[config.mk]
export PLATFORM = sky130hd
export DESIGN_NAME = irq_encoder_8to3
export DESIGN_NICKNAME = d
export VERILOG_FILES = /design/src/rtl/irq_encoder_8to3.sv
export SDC_FILE = /design/constraint.sdc
export NUM_CORES = 1
export LEC_CHECK = 0
export ABC_AREA = 1
export BUFFER_PORTS_ARGS = -buffer_cell sky130_fd_sc_hd__clkbuf_2
export CAP_MARGIN = 10
export CORE_MARGIN = 2
export CORE_UTILIZATION = 40
export CTS_BUF_LIST = sky130_fd_sc_hd__clkbuf_16
export CTS_CLUSTER_DIAMETER = 30
export DETAILED_ROUTE_END_ITERATION = 10
export GPL_TIMING_DRIVEN = 0
export SYNTH_ARGS = -nofsm -noshare
export SYNTH_HDL_FRONTEND = slang
export SYNTH_SLANG_ARGS = --single-unit
[constraint.sdc]
create_clock -name clk -period 3.15 [get_ports clk]
set_input_delay 0.315 -clock clk [delete_from_list [all_inputs] [get_ports clk]]
set_output_delay 0.315 -clock clk [all_outputs]
set_load 0.01 [all_outputs]
[src/rtl/irq_encoder_8to3.sv]
// Latches level request lines and hands out one pending index per accept on a valid/ready port.
// Define IRQ_ENC_RR_PRI_EN for round-robin selection; otherwise lowest index wins.
module irq_encoder_8to3 #(
  parameter int N     = 8,
  parameter int IDX_W = 3
) (
  input  logic             clk,
  input  logic             rst_n,
  input  logic [N-1:0]     req,
  input  logic             clr,
  input  logic             out_ready,
  output logic             out_valid,
  output logic [IDX_W-1:0] out_idx,
  output logic [N-1:0]     out_onehot,
  output logic [N-1:0]     pending,
  output logic             overflow
);

  typedef enum logic [0:0] {
    ST_IDLE    = 1'b0,
    ST_PRESENT = 1'b1
  } state_t;

  state_t           r_state;
  logic [N-1:0]     r_pending;
  logic [N-1:0]     r_onehot;
  logic [IDX_W-1:0] r_idx;
  logic             r_valid;
  logic             r_overflow;

  logic             w_accept;
  logic [N-1:0]     w_acc_mask;
  logic [N-1:0]     w_pend_next;
  logic             w_overflow_hit;
  logic             w_cand_valid;
  logic [IDX_W-1:0] w_cand_idx;

  function automatic logic [N-1:0] idx_to_onehot(input logic [IDX_W-1:0] idx);
    logic [N-1:0] v;
    v = '0;
    for (int i = 0; i < N; i++) begin
      v[i] = (idx == IDX_W'(i));
    end
    return v;
  endfunction

  // Accept qualification and next pending set; a request on the accepted bit re-arms it
  always_comb begin
    w_accept   = r_valid & out_ready;
    w_acc_mask = w_accept ? r_onehot : {N{1'b0}};
    if (clr) begin
      w_pend_next = '0;
    end else begin
      w_pend_next = (r_pending & ~w_acc_mask) | req;
    end
    w_overflow_hit = |(req & r_pending & ~w_acc_mask);
    w_cand_valid   = |w_pend_next;
  end

`ifdef IRQ_ENC_RR_PRI_EN
  logic [IDX_W-1:0] r_ptr;
  logic [IDX_W-1:0] w_start;

  function automatic logic [IDX_W-1:0] idx_wrap_inc(input logic [IDX_W-1:0] idx);
    return (idx == IDX_W'(N - 1)) ? {IDX_W{1'b0}} : idx + IDX_W'(1);
  endfunction

  function automatic logic [IDX_W-1:0] wrap_add(input logic [IDX_W-1:0] base, input int off);
    int s;
    s = int'(base) + off;
    s = (s >= N) ? s - N : s;
    return IDX_W'(s);
  endfunction

  // Round-robin search: starts just past the index being accepted, else at the pointer
  always_comb begin
    w_start    = w_accept ? idx_wrap_inc(r_idx) : r_ptr;
    w_cand_idx = '0;
    for (int k = N - 1; k >= 0; k--) begin
      w_cand_idx = w_pend_next[wrap_add(w_start, k)] ? wrap_add(w_start, k) : w_cand_idx;
    end
  end

  // Pointer follows the last accepted index
  always_ff @(posedge clk or negedge rst_n) begin
    if (!rst_n) begin
      r_ptr <= '0;
    end else if (clr) begin
      r_ptr <= '0;
    end else if (w_accept) begin
      r_ptr <= idx_wrap_inc(r_idx);
    end else begin
      r_ptr <= r_ptr;
    end
  end
`else
  // Fixed priority search: scanning downward leaves the lowest set index
  always_comb begin
    w_cand_idx = '0;
    for (int i = N - 1; i >= 0; i--) begin
      w_cand_idx = w_pend_next[i] ? IDX_W'(i) : w_cand_idx;
    end
  end
`endif

  // Pending register, sticky overflow and the presenting FSM with registered outputs
  always_ff @(posedge clk or negedge rst_n) begin
    if (!rst_n) begin
      r_state    <= ST_IDLE;
      r_pending  <= '0;
      r_onehot   <= '0;
      r_idx      <= '0;
      r_valid    <= 1'b0;
      r_overflow <= 1'b0;
    end else if (clr) begin
      r_state    <= ST_IDLE;
      r_pending  <= '0;
      r_onehot   <= '0;
      r_idx      <= '0;
      r_valid    <= 1'b0;
      r_overflow <= 1'b0;
    end else begin
      r_pending  <= w_pend_next;
      r_overflow <= r_overflow | w_overflow_hit;
      case (r_state)
        ST_IDLE: begin
          if (r_pending != '0) begin
            r_state  <= ST_PRESENT;
            r_valid  <= 1'b1;
            r_idx    <= w_cand_idx;
            r_onehot <= idx_to_onehot(w_cand_idx);
          end else begin
            r_state  <= ST_IDLE;
          end
        end
        ST_PRESENT: begin
          // A presented event is never pre-empted; it only changes on accept
          if (w_accept && w_cand_valid) begin
            r_idx    <= w_cand_idx;
            r_onehot <= idx_to_onehot(w_cand_idx);
          end else if (w_accept) begin
            r_state  <= ST_IDLE;
            r_valid  <= 1'b0;
            r_idx    <= '0;
            r_onehot <= '0;
          end else begin
            r_state  <= ST_PRESENT;
          end
        end
        default: begin
          r_state  <= ST_IDLE;
          r_valid  <= 1'b0;
          r_idx    <= '0;
          r_onehot <= '0;
        end
      endcase
    end
  end

  assign out_valid  = r_valid;
  assign out_idx    = r_idx;
  assign out_onehot = r_onehot;
  assign pending    = r_pending;
  assign overflow   = r_overflow;

endmodule

==> out/qor.yml <==
yosys.area.top_type: "dfrtp_1"
ys.warnings.count: 0
end_kind: "flop"
startpoint_type: "flop"
core_sq_um: 3003
rr_worst_depth: 9
synth_edf_count: 0
synth_nets: 168
ys_ff_latch: 22
fmax_mhz: 588.2
status: "complete, no violations"
hpwl_mm: 2.256
crit_path_cell_trace: "nand2_4, o21ai_2, nand2_1, nand2_2, nand3_1, a21oi_2, inv_2, nand3_1, o21ai_1"
async_flop_share: 1.000
n_antenna_cell: 0
ys.flop_type: "dfrtp_1"
slowest_stage: "dfrtp_1"
finalSetupViolations: 0
io_buffers: 32
power_frac_seq: 0.381
hold_ws_ps: 34.85
drive_above_1_share: 0.3385
synthTopCellsByCount: "nand2_1 (45), inv_1 (25), dfrtp_1 (22)"
ctsLongestPathBuffers: 2
initial_core_util: 0.4108
crit_family: "simple AND/OR/NAND/NOR gates"
switching_share: 0.2790
switching_power_uw: 237.9
drt-initial-drc-count: 43
min_period_ps: 1700
slowest_delay_ps: 490
clk_pin_slew_ps: 60
clockRootBuffer: "clkbuf_16"
cp.buffers_inverters: 1
post_cts_buffers: 0
grt_pass1_vias: 1094
p_int_uw: 614.6
fp.dieW_um: 59.54
grt_pass1_wl_mm: 4.968
cts_resized: 0
layout.nets: 205
fin_setup_tns_ps: 0
slew_viol_final: 0
power_frac_comb: 0.190
synthCells: 156
wl_per_cell_um: 12.99
rsz0062_at_grt: "no"
antenna_found_initial: 0
placed_cells: 221
first_pass_iters: 4
hold_viol: 0
fin_crit_sh: 0.5398
cap_violations: 0
rows: 20
overflow: 0
grt_max_degree: 23
yosysTopAreaCellShare: 0.4462
tightest_slew_ps: 565.9
worst-setup-path-type: "flop to flop"
clk_latency_ps: 260
pwr-share-clk: 0.429
dieArea_sq_um: 3544
cts.sinks: 22
arrival_ps: 1840
drt_wl_total_mm: 2.923
vias: 1104
synth_area_leaders: "dfrtp_1 (45%), nand2_1 (14%), inv_1 (7.6%)"
ios: 33
power.static_leakage_nw: 0.8559
drc: 0
ant_nets: 0
hold_class: "input port to asynchronous set/reset pin"
final-instance-count-excl-fill: 225
h-tree-depth: 1
synth_most_common_cell: "nand2_1"
skew_ps: 1.931
cts_tree: "done"
critPathMostFrequentCell: "nand3_1"
cp_max_fo: 7
vdd_drop_max_v: 0.0003402
avgSynthCellArea_sq_um: 7.908
cts_made_buffers: 3
gp_congestion: 0.8223
synthToLayoutAreaGrowth_pct: 24.85
p_per_area_nw_per_um2: 553.5
yosysSeqAreaShare: 0.4462
grt_use_total: 0.1936
syn_area_sq_um: 1234
cts_hold_buffers: 0
synth_cell_type_count: 23
relSlewSlack: 0.6227
vias_per_cell: 4.907
required_ps: 3290
die_h_um: 59.54
cp.depth: 9
[cells in the final DEF, fill, tap and decap left out, types with 2 or more instances in the layout]
cell type  count
bufinv_16      2
clkbuf_16      3
clkbuf_2      32
dfrtp_1       22
inv_1         25
inv_2          3
nand2_1       45
nand2_2       12
nand2_4        2
nand3_1        7
nor2_1        11
nor2_4         2
o21ai_0        2
o21ai_1        8
o21ai_2        5
o22ai_1        2
[per-stage QoR]
stage | area (sq um) | utilization | worst slack, ps | power, mW
after floorplan | 1234 | - | 1623 | 0.4340
after global placement | 1435 | 0.4779 | 1466 | 0.4889
after detailed placement | 1435 | 0.4779 | 1456 | 0.4931
after CTS | 1540 | 0.5129 | 1437 | 0.8579
after global routing | 1540 | 0.5129 | 1269 | 0.8897
final | 1540 | 0.5129 | 1450 | 0.8525
[state kept, by name, summed over array words and instances, names as in the netlist]
name / flops
r_state: 1
out_valid: 1
out_onehot: 8
out_idx: 3
pending: 8
overflow: 1
[kinds of logic (layout without fill, tap and decap cells)]
family / Yosys count / after routing / share of synthesized area
buffers and inverters: 30 / 66 / 0.1126
and+or+nand+nor: 81 / 81 / 0.3093
AOI/OAI and AO/OA: 23 / 23 / 0.1318
DFF: 22 / 22 / 0.4462
[final cells by class]
class | count | area [sq um]
clock buffer | 3 | 75.07
clock inverter | 1 | 30.03
timing repair buffer | 32 | 160.2
tap | 33 | 41.29
inverter | 29 | 135.1
sequential | 22 | 550.5
buffer | 1 | 3.754
multi-input combinational | 104 | 544.3
fill | 291 | 1463
[metal layers]
layer  wire length [um]  part of all wire  global-route usage
met5                  0                 0                   0
met4                 52             0.018             0.08571
met1               1353              0.46              0.2521
met3                100             0.034             0.03930
met2               1417              0.48              0.3108
[power by group through the flow]
stage	logic, mW	registers, mW	clock network [mW]
finish	0.162	0.325	0.365
floorplan	0.0986	0.335	0
detailed placement	0.163	0.330	0
global route	0.183	0.328	0.379
global placement	0.160	0.329	0
CTS	0.164	0.325	0.369
[worst register-to-register path, cell delays in order (launching register included)]
cell	delay (ps)
dfrtp_1	490
nand2_4	150
o21ai_2	160
nand2_1	80
nand2_2	110
nand3_1	120
a21oi_2	220
inv_2	80
nand3_1	120
o21ai_1	70
[worst paths after layout]
kind	endpoint	from	slack [ps]
worst min-delay path	pending[6]	rst_n	30
max in group asynchronous	pending[4]	rst_n	2740
worst max-delay path	out_onehot[5]	out_valid	1450
worst max register to register	out_onehot[5]	out_valid	1450
min in group clk	overflow	clr	300
worst min register to register	out_idx[2]	out_idx[2]	500
(Power assumes the default switching activity.)
